==> src/rtl/fta_bus_pkg.sv <==
// Shared fta bus payload types and constants for 32-bit command-channel devices.
package fta_bus_pkg;

    localparam int unsigned FTA_TID_W = 8;
    localparam logic [3:0]  FTA_IO_DEFAULT_PRI = 4'd7;

    typedef logic [FTA_TID_W-1:0] fta_tid_t;

    typedef struct packed {
        logic        cyc;
        logic        we;
        logic [3:0]  sel;
        logic [31:0] adr;
        logic [31:0] dat;
        fta_tid_t    tid;
    } fta_cmd_request32_t;

    typedef struct packed {
        logic        ack;
        logic        err;
        logic        rty;
        logic        stall;
        logic        next;
        logic [3:0]  pri;
        fta_tid_t    tid;
        logic [31:0] adr;
        logic [31:0] dat;
    } fta_cmd_response32_t;

    typedef enum logic [1:0] {
        IO_IDLE,
        IO_WAIT,
        IO_RESP
    } fta_io_state_e;

    // Zero every byte lane whose select bit is clear.
    function automatic logic [31:0] fta_lane_mask(input logic [31:0] d, input logic [3:0] sel);
        logic [31:0] m;
        for (int b = 0; b < 4; b++) begin
            m[8*b +: 8] = sel[b] ? d[8*b +: 8] : 8'h00;
        end
        return m;
    endfunction

endpackage

==> src/rtl/fta_bytelane_regs32.sv <==
// NREGS x 32-bit register bank with byte-lane writes, per-register write strobes
// and asynchronous clear.
module fta_bytelane_regs32 #(
    parameter int unsigned NREGS = 8
) (
    input  logic                       clk_i,
    input  logic                       rst_i,
    input  logic                       we_i,
    input  logic [$clog2(NREGS)-1:0]   idx_i,
    input  logic [3:0]                 sel_i,
    input  logic [31:0]                dat_i,
    output logic [32*NREGS-1:0]        q_o,
    output logic [NREGS-1:0]           wr_o
);

    logic [31:0]      regs_q [NREGS];
    logic [NREGS-1:0] wr_q;

    // The strobe fires on every accepted write, even with no lanes selected.
    always_ff @(posedge clk_i or posedge rst_i) begin
        if (rst_i) begin
            regs_q <= '{default: '0};
            wr_q   <= '0;
        end else begin
            wr_q <= '0;
            if (we_i) begin
                wr_q[idx_i] <= 1'b1;
                for (int b = 0; b < 4; b++) begin
                    if (sel_i[b]) begin
                        regs_q[idx_i][8*b +: 8] <= dat_i[8*b +: 8];
                    end
                end
            end
        end
    end

    for (genvar i = 0; i < int'(NREGS); i++) begin : g_flat
        assign q_o[32*i +: 32] = regs_q[i];
    end

    assign wr_o = wr_q;

endmodule

==> src/rtl/fta_ioslave32_regs.sv <==
// fta 32-bit register responder: window decode, wait-state FSM, byte-laned
// register access and ack/err response formatting.
module fta_ioslave32_regs
    import fta_bus_pkg::*;
#(
    parameter int unsigned NREGS       = 8,
    parameter logic [31:0] BASE        = 32'hFEE00000,
    parameter logic [31:0] MASK        = 32'hFFFFFF00,
    parameter int unsigned WAIT_STATES = 1,
    parameter logic [3:0]  PRI         = FTA_IO_DEFAULT_PRI
) (
    input  logic                  clk_i,
    input  logic                  rst_i,
    input  fta_cmd_request32_t    req,
    output fta_cmd_response32_t   resp,
    output logic [32*NREGS-1:0]   q_o,
    output logic [NREGS-1:0]      wr_o
);

    localparam int unsigned IDX_W  = $clog2({1'b0, ~MASK} + 33'd1) - 2;
    localparam int unsigned RIDX_W = $clog2(NREGS);
    localparam logic [3:0]  WS_MAX = 4'(WAIT_STATES);

    fta_io_state_e       state_q, state_d;
    logic [3:0]          cnt_q, cnt_d;
    logic                we_q, oor_q;
    logic [3:0]          sel_q;
    logic [31:0]         adr_q, dat_q;
    fta_tid_t            tid_q;
    fta_cmd_response32_t resp_q, resp_d;

    logic                cs_c, oor_c, is_idle_c, bank_we_c;
    logic [IDX_W-1:0]    idx_c;
    logic                t_we, t_oor;
    logic [3:0]          t_sel;
    logic [31:0]         t_adr, t_dat, rd_word_c;
    fta_tid_t            t_tid;
    logic [RIDX_W-1:0]   t_ridx;

    assign cs_c  = req.cyc & ((req.adr & MASK) == (BASE & MASK));
    assign idx_c = req.adr[2 +: IDX_W];
    assign oor_c = (32'(idx_c) >= NREGS);

    // With zero wait states the access completes straight from the live request.
    assign is_idle_c = (state_q == IO_IDLE);
    assign t_we   = is_idle_c ? req.we  : we_q;
    assign t_sel  = is_idle_c ? req.sel : sel_q;
    assign t_adr  = is_idle_c ? req.adr : adr_q;
    assign t_dat  = is_idle_c ? req.dat : dat_q;
    assign t_tid  = is_idle_c ? req.tid : tid_q;
    assign t_oor  = is_idle_c ? oor_c   : oor_q;
    assign t_ridx = t_adr[2 +: RIDX_W];
    assign rd_word_c = q_o[{t_ridx, 5'b0} +: 32];

    always_ff @(posedge clk_i or posedge rst_i) begin
        if (rst_i) begin
            state_q <= IO_IDLE;
        end else begin
            state_q <= state_d;
        end
    end

    always_comb begin
        state_d = state_q;
        case (state_q)
            IO_IDLE: if (cs_c) state_d = (WAIT_STATES == 0) ? IO_RESP : IO_WAIT;
            IO_WAIT: if (cnt_q >= WS_MAX) state_d = IO_RESP;
            IO_RESP: state_d = IO_IDLE;
            default: state_d = IO_IDLE;
        endcase
    end

    always_comb begin
        cnt_d       = '0;
        bank_we_c   = 1'b0;
        resp_d      = '0;
        resp_d.pri  = PRI;
        case (state_q)
            IO_IDLE: if (cs_c) cnt_d = 4'd1;
            IO_WAIT: if (cnt_q < WS_MAX) cnt_d = cnt_q + 4'd1;
            default: cnt_d = '0;
        endcase
        if (state_d == IO_RESP) begin
            resp_d.ack = ~t_oor;
            resp_d.err = t_oor;
            resp_d.tid = t_tid;
            resp_d.adr = t_adr;
            if (!t_we && !t_oor) begin
                resp_d.dat = fta_lane_mask(rd_word_c, t_sel);
            end
            bank_we_c = t_we & ~t_oor;
        end
    end

    // Request capture, wait counter and registered response.
    always_ff @(posedge clk_i or posedge rst_i) begin
        if (rst_i) begin
            cnt_q  <= '0;
            we_q   <= 1'b0;
            oor_q  <= 1'b0;
            sel_q  <= '0;
            adr_q  <= '0;
            dat_q  <= '0;
            tid_q  <= '0;
            resp_q <= '0;
        end else begin
            cnt_q  <= cnt_d;
            resp_q <= resp_d;
            if (is_idle_c && cs_c) begin
                we_q  <= req.we;
                oor_q <= oor_c;
                sel_q <= req.sel;
                adr_q <= req.adr;
                dat_q <= req.dat;
                tid_q <= req.tid;
            end
        end
    end

    always_comb begin
        resp       = resp_q;
        resp.stall = cs_c & ~is_idle_c;
    end

    fta_bytelane_regs32 #(
        .NREGS (NREGS)
    ) u_regs (
        .clk_i (clk_i),
        .rst_i (rst_i),
        .we_i  (bank_we_c),
        .idx_i (t_ridx),
        .sel_i (t_sel),
        .dat_i (t_dat),
        .q_o   (q_o),
        .wr_o  (wr_o)
    );

endmodule

==> config.mk <==
export PLATFORM = sky130hd
export DESIGN_NAME = fta_ioslave32_regs
export DESIGN_NICKNAME = d
export VERILOG_FILES = /design/src/rtl/fta_bus_pkg.sv /design/src/rtl/fta_bytelane_regs32.sv /design/src/rtl/fta_ioslave32_regs.sv
export SDC_FILE = /design/constraint.sdc
export NUM_CORES = 1
export LEC_CHECK = 0
export CAP_MARGIN = 20
export CORE_MARGIN = 5
export CORE_UTILIZATION = 50
export DETAILED_ROUTE_END_ITERATION = 8
export GPL_ROUTABILITY_DRIVEN = 1
export GPL_TIMING_DRIVEN = 0
export PLACE_DENSITY = 0.8
export REMOVE_ABC_BUFFERS = 1
export SLEW_MARGIN = 20
export SYNTH_ARGS = -nofsm -noshare
export SYNTH_HDL_FRONTEND = slang
export SYNTH_SLANG_ARGS = --single-unit
==> constraint.sdc <==
create_clock -name clk_i -period 17.6 [get_ports clk_i]
set_input_delay 3.52 -clock clk_i [delete_from_list [all_inputs] [get_ports clk_i]]
set_output_delay 3.52 -clock clk_i [all_outputs]
set_load 0.02 [all_outputs]
# --- Word level (Yosys, flattened, before mapping) ---
# Index checks and enable logic that the tools add are counted.
word_totals:
  mem_bits_ro: 0
  mem_count: 0
  in_bits: 80
  latchBits: 0
  ramBits: 0
  regBits: 423
classes:
  div: 0
  n_lt_le_gt_ge: 7
  n_addsub: 1
  n_reduce_logical: 7
  bitwise: 6
  multipliers: 0
  eq_ne: 3
  muxes: 42
  shift: 1
op_table:
  columns: ["op", "n"]
  rows:
  - ["$mux 256", 7]
  - ["$bwmux 256", 4]
  - ["$demux 32 s3", 4]
  - ["$shiftx 256x9->32", 1]
  - ["$mux 32", 4]
  - ["$mux 72", 1]
  - ["$mux 8", 7]
  - ["$eq 24x24->1 const B", 1]
  - ["$mux 24", 1]
  - ["$mux 16", 1]
  - ["$lt 4x1->1 const B", 2]
  - ["$mux 4", 2]
  - ["$pmux 4 s2", 1]
  - ["$ge 6x4->1 const B", 1]
  - ["$mux 2", 3]
  - ["$mux 1", 5]
  - ["$add 4x1->4 const B", 1]
  - ["$ge 4x1->1 const B", 1]
  - ["$ge 4x4->1 const B", 1]
  - ["$logic_and 1x1->1", 4]
  - ["$lt 3x4->1 const B", 1]
  - ["$not 3->4", 1]
  - ["$pmux 2 s2", 1]
  - ["$and 1x1->1", 3]
  - ["other kinds (7)", 9]

# --- Longest topological paths before layout ---
depth:
  word_depth: 18
  ltp_mapped: 12
  depth_no_buf: 8

# --- Modules after synthesis ---
# Synthesis repeated with hierarchy kept, for this count alone.
hier_totals:
  hier_cells: 1528
  area_unflattened_um2: 19429.9
modules_own_cells:
  columns: ["mod", "seq_area_each_um2", "area_per_inst_um2", "cells_each", "n_inst"]
  rows:
  - ["fta_bytelane_regs32", 6606.3, 9925.8, 582, 1]
  - ["fta_ioslave32_regs", 3978.8, 9504.1, 946, 1]

# --- Least setup slack after synthesis ---
# Ideal clock, no wire load.
synth_path:
  path_kind: "input port to output port"
  start: "input req[64] (netlist name)"
  end: "output resp[77] (netlist name)"
  cell_stages: 3
  path_slack_ns: 9.514
  arrival_time_ns: 4.566
  required_ns: 14.080
  cell_sequence: "nand4bb_1 or3_1 nor3_1"
synth_lines:
  columns: ["item", "line_no", "source"]
  rows:
  - ["start, declared", "fta_ioslave32_regs.sv:14", "input fta_cmd_request32_t req,"]
  - ["end, declared", "fta_ioslave32_regs.sv:15", "output fta_cmd_response32_t resp,"]

==> impl_metrics.toml <==
[synthesis]
ys_seq_elements = 423
synth_cell_types = 63
yosys.area.top_type = "dfrtp_1"
ys.flop_type = "dfrtp_1"
syn_area_per_cell_um2 = 12.51
synth.top_cell.area_share = 0.5937
yosys_warnings = 0
yosysSeqAreaShare = 0.5937
synth_async_sr_flop_share = 1.000
netlist_instances = 1425
synth_edf_count = 0
synth_area_leaders = "dfrtp_1, mux2_2, nand2_1"
synth_area_um2 = 17830

[worst_setup_path]
regToRegSetupSlack_ns = 13.69
cp_top_family = "buffers and inverters"
setup.worst_path.start_class = "primary input"
cp.required_ns = 14.08
path_cells = "clkdlybuf4s50_1 -> nand4bb_1 -> or3_1 -> nor3_1 -> clkdlybuf4s50_1"
slowest_delay_ns = 0.64
r2r_start = "state_q[0]"
reg2reg_to = "u_regs.q_o[229]"
cp_slowest_cell = "clkdlybuf4s50_1"
worst-setup-path-type = "in -> out"
crit_path_end_kind = "output port"
arrival_ns = 5.36
crit_top_cell = "clkdlybuf4s50_1"
crit_cells = 5
r2r_cells = 7
critPathBufInv = 2
crit_fanout = 3

[place]
hpwl_um = 41070
dp_slack_ns = 8.710
dpl_cell_area_um2 = 22860
place_congestion = 0.8566
io_buffers = 421

[run_status]
status = "finished, final reports clean"

[flow_run]
timing.max_cap.violations = 0

[detailed_routing]
wl_um = 59910
drt-initial-drc-count = 785
ant_nets = 0
avgViaCountPerCell = 5.882
drc_errors = 0
wl_per_cell_um = 25.67
first_pass_iters = 5
vias = 13729

[timing]
setup_ws_ns = 8.718
period_needed_ns = 8.882
worst_pin_slew_ns = 1.009
fin_skew_ns = 0.02858
fmax_mhz = 112.6
slew_headroom = 0.3078
slew_violations = 0
finalSetupViolations = 0
fin_crit_sh = 0.5046
finalHoldViolCount = 0
grt_setup_unrepaired = "no"

[die]
core_um2 = 35400
fp.dieH_um = 198.8
die_w_um = 198.8
start_util = 0.5037
rows = 69
ios = 425
dieArea_um2 = 39530

[pwr]
p_leak_nw = 11.38
power_mw = 2.056
ir_worst_vdd_mv = 0.1271
power.density_nw_per_um2 = 84.32

[cts]
cts_setup_buffers = 0
clock_sinks = 423
cts_made_buffers = 44
cts_max_path_buffers = 3
worstSkewPairLatency_ns = 0.56
path_clk_slew_ns = 0.06
tritoncts = "built"
root_buffer = "clkbuf_16"
h-tree-depth = 2
cts_resized = 0
hold_buffers = 0

[layout]
nets = 1918
final_cell_mix = "dfrtp_1, clkdlybuf4s50_1, mux2_2, nand2_1, o21ai_0"
mostFrequentLayoutCell = "dfrtp_1"
drive_gt1_frac = 0.2055
stdcell_area_um2 = 24380
area_growth_pct = 36.73

[min_path]
hold_path_depth = 1
holdCritPathClass = "reg -> reg"
hp-start = "adr_q[23]"
min_to = "adr_q[23]"

[global_route]
grt_pass1_vias = 14590
grt_max_degree = 106
grtUsageTotal = 0.3001
grt_remaining_overflow = 0
antenna_found_initial = 4
grt_pass1_wl_um = 90130
==> cell usage after synthesis, types with 2 or more instances <==
cell / count
dfrtp_1: 423
mux2_2: 246
nand2_1: 224
o21ai_0: 79
o221ai_1: 52
mux2i_1: 46
and2_1: 44
buf_2: 34
clkbuf_1: 33
o22ai_1: 29
nor2_1: 22
nor2b_1: 17
a21oi_1: 16
buf_4: 13
or2_2: 11
a211oi_1: 10
and3_1: 8
nor3_1: 8
nand3_1: 7
nor3_4: 7
a32o_1: 6
inv_1: 6
nand2b_1: 6
nand4b_1: 6
nor4_1: 6
o21a_1: 6
a311o_1: 4
a311oi_1: 3
buf_1: 3
buf_6: 3
ha_1: 3
nor4b_1: 3
o2111ai_1: 3
a2111oi_2: 2
a21o_1: 2
a221o_1: 2
a221oi_1: 2
a32oi_1: 2
conb_1: 2
nand4_1: 2
nor4bb_1: 2
==> stage by stage <==
stage | util | cells | hold WS, ns | setup TNS (ns)
after floorplan | - | 1342 | 0.4301 | 0
after global placement | 0.6270 | 2224 | 0.4427 | -960.69
after detailed placement | 0.6457 | 2250 | 0.4456 | 0
after CTS | 0.6884 | 2330 | 0.4612 | 0
after global routing | 0.6886 | 2333 | 0.4817 | 0
final | 0.6887 | 2334 | 0.4567 | 0
==> report_power, final <==
part / switching [mW] / internal [mW] / leakage, nW
Sequential: 0.00145 / 0.974 / 5.89
Clock: 0.385 / 0.586 / 0.743
Combinational: 0.0677 / 0.0414 / 4.75
==> state kept, by name, indices dropped and copies added (netlist names) <==
register     cells
u_regs.q_o     256
resp            75
adr_q           32
dat_q           32
tid_q            8
u_regs.wr_o      8
cnt_q            4
sel_q            4
state_q          2
oor_q            1
we_q             1
==> logic make-up (layout without fill, tap and decap cells) <==
family,Yosys count,in the layout,synth area share
other,2,9,0.0004212
DFF,423,423,0.5937
buffers and inverters,93,534,0.02597
and+or+nand+nor,382,382,0.1063
AOI/OAI and AO/OA,228,228,0.08822
adders and majority gates,3,3,0.002106
muxes,294,294,0.1833
==> final cells by class <==
class	count	area, um^2
fill	2438	11020
sequential	423	10590
multi-input combinational	912	6915
timing repair buffer	447	4746
clock buffer	66	1305
tap	461	576.8
clock inverter	14	205.2
inverter	7	33.78
antenna	4	10.01
==> metal layers <==
layer / vias up / GRT usage / routed length [um]
met5: - / 0 / 18
met4: 2 / 0.1089 / 2027
met3: 138 / 0.07673 / 5002
met2: 609 / 0.4917 / 29280
met1: 7041 / 0.3901 / 23590
li1: 5939 / - / -
==> worst max-delay path by stage <==
stage / from / end / slack (ns)
floorplan: rst_i / adr_q[0] / 2.30
global placement: rst_i / u_regs.q_o[12] / -2.32
detailed placement: req[66] / resp[77] / 8.71
CTS: req[66] / resp[77] / 8.71
global route: req[66] / resp[77] / 8.61
finish: req[60] / resp[77] / 8.72
Power figures use the tool's default switching activity.
